--- src/rtl/card_pkg.sv ---
// Shared definitions for the card linked-list datapath: word field layout,
// deck geometry, list terminator and the builder FSM encoding.
package card_pkg;

  localparam int ADDR_W = 10;
  localparam int DATA_W = 32;

  localparam int NUM_SUITS  = 4;
  localparam int NUM_VALUES = 13;
  localparam int NUM_CARDS  = NUM_SUITS * NUM_VALUES;

  localparam logic [ADDR_W-1:0] END_PTR = 10'h000;

  localparam int CARD_USED_BIT = 31;
  localparam int SUIT_MSB      = 21;
  localparam int SUIT_LSB      = 20;
  localparam int VALUE_MSB     = 19;
  localparam int VALUE_LSB     = 16;
  localparam int NEXT_MSB      = 9;
  localparam int NEXT_LSB      = 0;

  localparam logic [5:0]        LAST_INDEX  = 6'(NUM_CARDS - 1);
  localparam logic [3:0]        FIRST_VALUE = 4'd1;
  localparam logic [3:0]        LAST_VALUE  = 4'(NUM_VALUES);
  localparam logic [ADDR_W-1:0] MIN_BASE    = 10'd1;
  localparam logic [ADDR_W-1:0] MAX_BASE    = 10'(1024 - NUM_CARDS);

  typedef enum logic [1:0] {
    ST_IDLE,
    ST_WRITE,
    ST_FINISH
  } build_state_t;

  // A deck must fit entirely above address 0 without wrapping past 1023.
  function automatic logic legal_base(input logic [ADDR_W-1:0] base);
    return (base >= MIN_BASE) && (base <= MAX_BASE);
  endfunction

endpackage

--- src/rtl/deck_builder_if.sv ---
// Request/status handshake plus the RAM write port of the deck builder.
interface deck_builder_if;
  import card_pkg::*;

  logic              start;
  logic [ADDR_W-1:0] base_addr;
  logic              busy;
  logic              done;
  logic              error;
  logic [ADDR_W-1:0] head_addr;
  logic [ADDR_W-1:0] ram_address;
  logic [DATA_W-1:0] ram_data;
  logic              ram_wren;

  modport master (
    output start, base_addr,
    input  busy, done, error, head_addr, ram_address, ram_data, ram_wren
  );

  modport slave (
    input  start, base_addr,
    output busy, done, error, head_addr, ram_address, ram_data, ram_wren
  );

endinterface

--- src/rtl/card_word_pack.sv ---
// Packs suit, value and next pointer into a 32-bit in-use card word.
module card_word_pack
  import card_pkg::*;
(
  input  logic [1:0]        suit,
  input  logic [3:0]        value,
  input  logic [ADDR_W-1:0] next_ptr,
  output logic [DATA_W-1:0] word
);

  // Drop each field into its slot; reserved bits stay zero.
  always_comb begin
    word                      = '0;
    word[CARD_USED_BIT]       = 1'b1;
    word[SUIT_MSB:SUIT_LSB]   = suit;
    word[VALUE_MSB:VALUE_LSB] = value;
    word[NEXT_MSB:NEXT_LSB]   = next_ptr;
  end

endmodule

--- src/rtl/deck_builder.sv ---
// Writes a full ordered 52-card deck into card RAM as a singly linked list,
// one word per cycle, and reports the list head for downstream walkers.
module deck_builder
  import card_pkg::*;
(
  input  logic          clock,
  input  logic          resetn,
  deck_builder_if.slave ctrl
);

  build_state_t      state, state_n;
  logic [5:0]        index, index_n;
  logic [1:0]        suit, suit_n;
  logic [3:0]        value, value_n;
  logic [ADDR_W-1:0] head, head_n;
  logic              busy, busy_n;
  logic              done, done_n;
  logic              error, error_n;
  logic              wren, wren_n;
  logic [ADDR_W-1:0] addr, addr_n;
  logic [DATA_W-1:0] data, data_n;
  logic [ADDR_W-1:0] next_ptr;
  logic [DATA_W-1:0] word;

  // Next-cycle control and write-port values; every output is computed one
  // cycle ahead so it can be registered with no path from start to ram_*.
  always_comb begin
    state_n = state;
    index_n = index;
    suit_n  = suit;
    value_n = value;
    head_n  = head;
    busy_n  = 1'b0;
    done_n  = 1'b0;
    error_n = 1'b0;
    wren_n  = 1'b0;
    addr_n  = '0;
    unique case (state)
      ST_IDLE: begin
        if (ctrl.start) begin
          if (legal_base(ctrl.base_addr)) begin
            state_n = ST_WRITE;
            head_n  = ctrl.base_addr;
            index_n = '0;
            suit_n  = '0;
            value_n = FIRST_VALUE;
            busy_n  = 1'b1;
            wren_n  = 1'b1;
            addr_n  = ctrl.base_addr;
          end else begin
            error_n = 1'b1;
          end
        end
      end
      ST_WRITE: begin
        if (index == LAST_INDEX) begin
          state_n = ST_FINISH;
          done_n  = 1'b1;
        end else begin
          index_n = index + 6'd1;
          if (value == LAST_VALUE) begin
            value_n = FIRST_VALUE;
            suit_n  = suit + 2'd1;
          end else begin
            value_n = value + 4'd1;
          end
          busy_n = 1'b1;
          wren_n = 1'b1;
          addr_n = head + {4'b0, index_n};
        end
      end
      ST_FINISH: begin
        state_n = ST_IDLE;
      end
      default: begin
        state_n = ST_IDLE;
      end
    endcase
  end

  // The final card terminates the list; every other card points to its successor.
  always_comb begin
    next_ptr = (index_n == LAST_INDEX) ? END_PTR : addr_n + 10'd1;
    data_n   = wren_n ? word : '0;
  end

  card_word_pack u_pack (
    .suit     (suit_n),
    .value    (value_n),
    .next_ptr (next_ptr),
    .word     (word)
  );

  // State and registered outputs; reset abandons any partial list silently.
  always_ff @(posedge clock or negedge resetn) begin
    if (!resetn) begin
      state <= ST_IDLE;
      index <= '0;
      suit  <= '0;
      value <= '0;
      head  <= '0;
      busy  <= 1'b0;
      done  <= 1'b0;
      error <= 1'b0;
      wren  <= 1'b0;
      addr  <= '0;
      data  <= '0;
    end else begin
      state <= state_n;
      index <= index_n;
      suit  <= suit_n;
      value <= value_n;
      head  <= head_n;
      busy  <= busy_n;
      done  <= done_n;
      error <= error_n;
      wren  <= wren_n;
      addr  <= addr_n;
      data  <= data_n;
    end
  end

  assign ctrl.busy        = busy;
  assign ctrl.done        = done;
  assign ctrl.error       = error;
  assign ctrl.head_addr   = head;
  assign ctrl.ram_address = addr;
  assign ctrl.ram_data    = data;
  assign ctrl.ram_wren    = wren;

endmodule

--- src/flat_wrapper.sv ---
// flat-port wrapper written by rule: the top's interface ports become plain ports
module deck_builder_flat import card_pkg::*;
  (clock, resetn, ctrl_start, ctrl_base_addr, ctrl_busy, ctrl_done, ctrl_error, ctrl_head_addr, ctrl_ram_address, ctrl_ram_data, ctrl_ram_wren);
  deck_builder_if ctrl_i ();
  input  logic clock;
  input  logic resetn;
  input wire logic [$bits(ctrl_i.start)-1:0] ctrl_start;
  input wire logic [$bits(ctrl_i.base_addr)-1:0] ctrl_base_addr;
  output wire logic [$bits(ctrl_i.busy)-1:0] ctrl_busy;
  output wire logic [$bits(ctrl_i.done)-1:0] ctrl_done;
  output wire logic [$bits(ctrl_i.error)-1:0] ctrl_error;
  output wire logic [$bits(ctrl_i.head_addr)-1:0] ctrl_head_addr;
  output wire logic [$bits(ctrl_i.ram_address)-1:0] ctrl_ram_address;
  output wire logic [$bits(ctrl_i.ram_data)-1:0] ctrl_ram_data;
  output wire logic [$bits(ctrl_i.ram_wren)-1:0] ctrl_ram_wren;
  assign ctrl_i.start = ctrl_start;
  assign ctrl_i.base_addr = ctrl_base_addr;
  assign ctrl_busy = ctrl_i.busy;
  assign ctrl_done = ctrl_i.done;
  assign ctrl_error = ctrl_i.error;
  assign ctrl_head_addr = ctrl_i.head_addr;
  assign ctrl_ram_address = ctrl_i.ram_address;
  assign ctrl_ram_data = ctrl_i.ram_data;
  assign ctrl_ram_wren = ctrl_i.ram_wren;
  deck_builder u_core (.clock(clock), .resetn(resetn), .ctrl(ctrl_i));
endmodule
--- config.mk ---
export PLATFORM = sky130hd
export DESIGN_NAME = deck_builder_flat
export DESIGN_NICKNAME = d
export VERILOG_FILES = /design/src/rtl/card_pkg.sv /design/src/rtl/deck_builder_if.sv /design/src/rtl/card_word_pack.sv /design/src/rtl/deck_builder.sv /design/src/flat_wrapper.sv
export SDC_FILE = /design/constraint.sdc
export NUM_CORES = 1
export LEC_CHECK = 0
export BUFFER_PORTS_ARGS = -buffer_cell sky130_fd_sc_hd__buf_2
export CELL_PAD_IN_SITES_DETAIL_PLACEMENT = 1
export CELL_PAD_IN_SITES_GLOBAL_PLACEMENT = 2
export CORE_UTILIZATION = 32
export CTS_BUF_LIST = sky130_fd_sc_hd__clkbuf_16
export CTS_CLUSTER_SIZE = 14
export DETAILED_ROUTE_END_ITERATION = 10
export PLACE_DENSITY_LB_ADDON = 0.25
export RECOVER_POWER = 50
export SLEW_MARGIN = 20
export SYNTH_ARGS = -nofsm -noshare
export SYNTH_HDL_FRONTEND = slang
export SYNTH_SLANG_ARGS = --single-unit
--- constraint.sdc ---
create_clock -name clock -period 3.6 [get_ports clock]
set_clock_uncertainty 0.2 [all_clocks]
set_input_delay 0.18 -clock clock [delete_from_list [all_inputs] [get_ports clock]]
set_output_delay 0.18 -clock clock [all_outputs]
set_load 0.02 [all_outputs]
==> flow_summary.html <==
<table>
<tr><th>Metric</th><th>Value</th></tr>
<tr><th colspan="2">Global route</th></tr>
<tr><td>Pin count of the biggest net entering global routing</td><td>33</td></tr>
<tr><td>Antenna violations before repair</td><td>0</td></tr>
<tr><td>Number of global-route vias before repair</td><td>2427</td></tr>
<tr><td>Sum of overflow across all layers after global routing</td><td>0</td></tr>
<tr><td>Global-route total usage across every layer</td><td>17.9%</td></tr>
<tr><td>Wire length of the first global-routing pass</td><td>12400 µm</td></tr>
<tr><th colspan="2">Worst hold path</th></tr>
<tr><td>Min-Delay Path Depth</td><td>3</td></tr>
<tr><td>Source of the worst hold timing path</td><td>ctrl_base_addr[1]</td></tr>
<tr><td>Class of the most critical hold timing path</td><td>in2reg</td></tr>
<tr><td>Endpoint with the worst hold slack</td><td>u_core.ctrl.head_addr[1]</td></tr>
<tr><th colspan="2">Routing</th></tr>
<tr><td>Count of antenna-violating nets left after detailed routing</td><td>0</td></tr>
<tr><td>Number of DRC violations after detailed-routing iteration 0</td><td>117</td></tr>
<tr><td>Routed WL</td><td>7620 µm</td></tr>
<tr><td>Vias per inst</td><td>5.10</td></tr>
<tr><td>DRT Pass-1 Iters</td><td>4</td></tr>
<tr><td>DRC Markers</td><td>0</td></tr>
<tr><td>Routed length per instance</td><td>16.6 µm</td></tr>
<tr><td>DR vias</td><td>2336</td></tr>
<tr><th colspan="2">Synth</th></tr>
<tr><td>Main combinational cell family by area after synthesis</td><td>simple AND/OR/NAND/NOR gates</td></tr>
<tr><td>Cells after synthesis</td><td>291</td></tr>
<tr><td>Share of flip-flops with an asynchronous set or reset after synthesis</td><td>100%</td></tr>
<tr><td>Post-synthesis register bit count</td><td>53</td></tr>
<tr><td>Share of the yosys chip area belonging to registers</td><td>46.7%</td></tr>
<tr><td>Post-synthesis share of cell area spent on full adders, half adders and majority gates</td><td>5.55%</td></tr>
<tr><td>Primary flip-flop cell chosen by synthesis mapping</td><td>dfrtp_1</td></tr>
<tr><td>Post-synthesis share of cell area spent on and, or, nand and nor gates</td><td>20.6%</td></tr>
<tr><td>Multiplexer area fraction after synthesis</td><td>0.352%</td></tr>
<tr><td>Yosys warnings</td><td>0</td></tr>
<tr><td>Area share of xor/xnor cells in the synthesized design</td><td>3.70%</td></tr>
<tr><td>Synth Area in Compound Gates</td><td>14.8%</td></tr>
<tr><td>Mean cell area of the mapped netlist</td><td>9.76 µm²</td></tr>
<tr><td>Synth Cell Area</td><td>2840 µm²</td></tr>
<tr><td>Number of enable-type register cells in the synthesized netlist</td><td>0</td></tr>
<tr><td>Library cells used by synthesis</td><td>58</td></tr>
<tr><th colspan="2">Cells and area</th></tr>
<tr><td>ANT cells</td><td>0</td></tr>
<tr><td>Number of cells in the finished layout apart from fillers</td><td>458</td></tr>
<tr><td>Area added between synthesis and finish</td><td>16.8%</td></tr>
<tr><td>Summed area of non-filler cells in the final layout</td><td>3320 µm²</td></tr>
<tr><td>Nets</td><td>374</td></tr>
<tr><td>Fraction of final layout cells sized beyond drive strength 1</td><td>8.86%</td></tr>
<tr><th colspan="2">Critical path</th></tr>
<tr><td>Launching element type of the critical path</td><td>input port</td></tr>
<tr><td>Crit path capture type</td><td>register</td></tr>
<tr><td>Slowest Stage Delay on Critical Path</td><td>630 ps</td></tr>
<tr><td>Critical setup path kind</td><td>in2reg</td></tr>
<tr><td>Data arrival, critical path</td><td>3310 ps</td></tr>
<tr><td>Slowest cell on the critical path</td><td>or4_1</td></tr>
<tr><td>Reg2reg start</td><td>u_core.index[0]</td></tr>
<tr><td>Most used cell, CP</td><td>or4_1</td></tr>
<tr><td>Slack of the worst reg-to-reg path</td><td>330 ps</td></tr>
<tr><td>Worst-case reg-to-reg path depth</td><td>10</td></tr>
<tr><td>Critical Path, Cell by Cell</td><td>dlygate4sd3_1 -&gt; buf_2 -&gt; or4_1 -&gt; or4_1 -&gt; a41oi_1 -&gt; a22oi_1 -&gt; nand3_1 -&gt; nand2_1 -&gt; nor3_1</td></tr>
<tr><td>Highest fanout seen on the critical path</td><td>9</td></tr>
<tr><td>Endpoint required time on the critical path</td><td>3600 ps</td></tr>
<tr><td>Worst reg2reg path endpoint</td><td>u_core.ctrl.ram_data[7]</td></tr>
<tr><th colspan="2">Placed design</th></tr>
<tr><td>HPWL Detailed</td><td>5740 µm</td></tr>
<tr><td>Count of buffers inserted at the top-level ports</td><td>53</td></tr>
<tr><td>Placed Instances</td><td>441</td></tr>
<tr><td>Dpl cell area</td><td>3140 µm²</td></tr>
<tr><td>Placer's final routability congestion estimate</td><td>0.771</td></tr>
<tr><th colspan="2">CTS</th></tr>
<tr><td>Buffer depth of the longest clock path</td><td>2</td></tr>
<tr><td>H-tree lvl count</td><td>2</td></tr>
<tr><td>Clock buffers created by TritonCTS</td><td>5</td></tr>
<tr><td>Clock tree from TritonCTS</td><td>done</td></tr>
<tr><td>CTS Root Cell</td><td>clkbuf_16</td></tr>
<tr><td>Clk slew on worst S/H paths</td><td>80 ps</td></tr>
<tr><td>Clock Latency Late Sink</td><td>290 ps</td></tr>
<tr><td>Resized Gates After CTS</td><td>0</td></tr>
<tr><td>Sinks on Clock Net</td><td>53</td></tr>
<tr><th colspan="2">Floorplan</th></tr>
<tr><td>Core area</td><td>8680 µm²</td></tr>
<tr><td>Vertical extent of the die</td><td>96.2 µm</td></tr>
<tr><td>Boundary pin count</td><td>69</td></tr>
<tr><td>Area of the die</td><td>9260 µm²</td></tr>
<tr><td>Initial Util</td><td>32.7%</td></tr>
<tr><td>Count of standard-cell rows</td><td>34</td></tr>
<tr><td>Die width</td><td>96.2 µm</td></tr>
<tr><th colspan="2">STA</th></tr>
<tr><td>Setup repair after global routing missed its margin</td><td>false</td></tr>
<tr><td>Transition at the pin with the smallest max-transition slack</td><td>1210 ps</td></tr>
<tr><td>Max Clock Freq</td><td>302 MHz</td></tr>
<tr><td>Hold Slack</td><td>59.1 ps</td></tr>
<tr><td>Number of endpoints failing setup at the final stage</td><td>0</td></tr>
<tr><td>Min Tclk post-route</td><td>3310 ps</td></tr>
<tr><td>Number of pins with negative max-slew slack in the final report</td><td>0</td></tr>
<tr><td>Worst slew margin</td><td>19.1%</td></tr>
<tr><td>Final TNS setup</td><td>0 ps</td></tr>
<tr><td>Share of the clock period used by the worst path</td><td>92.0%</td></tr>
<tr><td>Final-report hold violation count</td><td>0</td></tr>
<tr><th colspan="2">Run</th></tr>
<tr><td>Max Cap Violations</td><td>0</td></tr>
<tr><th colspan="2">Status</th></tr>
<tr><td>Result of the run</td><td>finished, final reports clean</td></tr>
<tr><th colspan="2">Pwr</th></tr>
<tr><td>Total power per unit cell area</td><td>1170 nW/µm²</td></tr>
<tr><td>Worst-case vdd ir drop</td><td>0.275 mV</td></tr>
<tr><td>Leakage power total</td><td>0.00156 µW</td></tr>
</table>
metrics by stage:
| stage | util (%) | total power (µW) | worst slack (ps) |
|---|---|---|---|
| after floorplan | - | 2780 | 634 |
| after global placement | 36.2 | 3440 | 460 |
| after detailed placement | 36.2 | 3470 | 330 |
| after CTS | 38.9 | 3980 | 269 |
| after global routing | 38.2 | 4260 | 61.5 |
| final | 38.2 | 3870 | 288 |
area by class of cell:
type,count,area [µm²]
sequential,53,1330
clock inverter,3,21.3
tap,108,135
fill,1033,5360
timing repair buffer,65,323
clock buffer,5,125
inverter,15,56.3
multi-input combinational,209,1330
power by group:
part | switching (µW) | internal, µW
clock network | 227 | 260
logic | 1440 | 850
registers | 195 | 904
kinds of logic after synthesis:
logic type	Yosys count
AOI/OAI and AO/OA	56
xor gates and xnor gates	12
adders and majority gates	12
buffers and inverters	43
DFF	53
muxes	1
other	1
and+or+nand+nor	113
placed cells by master (no fill, tap or decap), types with 7 or more instances in the layout:
cell,count
dfrtp_1,53
clkbuf_1,42
nand2_1,39
nor2_1,15
conb_1,15
inv_1,12
nand3_1,11
ha_1,11
buf_2,11
and2_1,9
dlygate4sd3_1,9
a21oi_1,8
a21o_1,7
nor3_1,7
xnor2_1,7
how the worst max path moves through the flow:
stage | from | to | slack (ps) | depth (start not counted)
after detailed placement | u_core.index[0] | u_core.ctrl.ram_data[7] | 330 | 10
after global placement | u_core.index[0] | u_core.ctrl.ram_data[8] | 460 | 10
final | ctrl_base_addr[5] | u_core.ctrl.ram_data[2] | 290 | 9
after floorplan | u_core.index[0] | u_core.ctrl.ram_data[8] | 630 | 10
after CTS | ctrl_base_addr[5] | u_core.ctrl.ram_data[2] | 270 | 9
after global routing | ctrl_base_addr[5] | u_core.ctrl.ram_data[2] | 60 | 9
cells in the mapped netlist (3+ instances only):
cell	number	share of area [%]
nor2b_1	3	0.66
o21ai_0	4	0.70
a21oi_1	8	1.4
o21ai_1	4	0.70
nor2_1	15	2.0
or3_1	3	0.66
xnor2_1	7	2.2
clkbuf_1	8	1.1
and3_1	4	0.88
o211ai_1	3	0.79
a21o_1	7	1.8
a31oi_1	3	0.66
nor3_1	7	1.2
inv_2	3	0.40
nand3_1	11	1.9
nand4_1	5	1.1
or4_1	3	0.79
dfrtp_1	53	47
and2_1	9	2.0
nand2_1	39	5.2
buf_4	17	4.5
a211oi_1	3	0.79
a211o_1	3	0.92
xor2_1	5	1.5
ha_1	11	4.8
inv_1	12	1.6
and4_1	4	1.2
critical path: cells and delay by family:
family / cells / cell delay [ps]
simple gates: 5 / 1760
buf+inv: 2 / 690
compound gates: 2 / 680
flip-flops by register name (all words and copies together) (netlist names):
| register | count |
|---|---|
| u_core.state | 2 |
| u_core.ctrl.done | 1 |
| u_core.ctrl.ram_data | 17 |
| u_core.ctrl.head_addr | 10 |
| u_core.ctrl.ram_address | 10 |
| u_core.ctrl.error | 1 |
| u_core.index | 6 |
| u_core.value | 4 |
| u_core.suit | 2 |
layer usage:
metal  up-vias  share of wire [%]  track usage [%]
met5         -                  0                0
met4         0               0.29             3.36
met3         2                3.8             3.16
met2        49                 51             32.4
met1      1179                 45             22.2
li1       1106                  -                -
timing repair:
item / CTS / global route
buffers inserted: 0 / 0
hold buffers: 9 / 0
hold endpoints to repair: 29 / 0
Power figures use the tool's default switching activity.
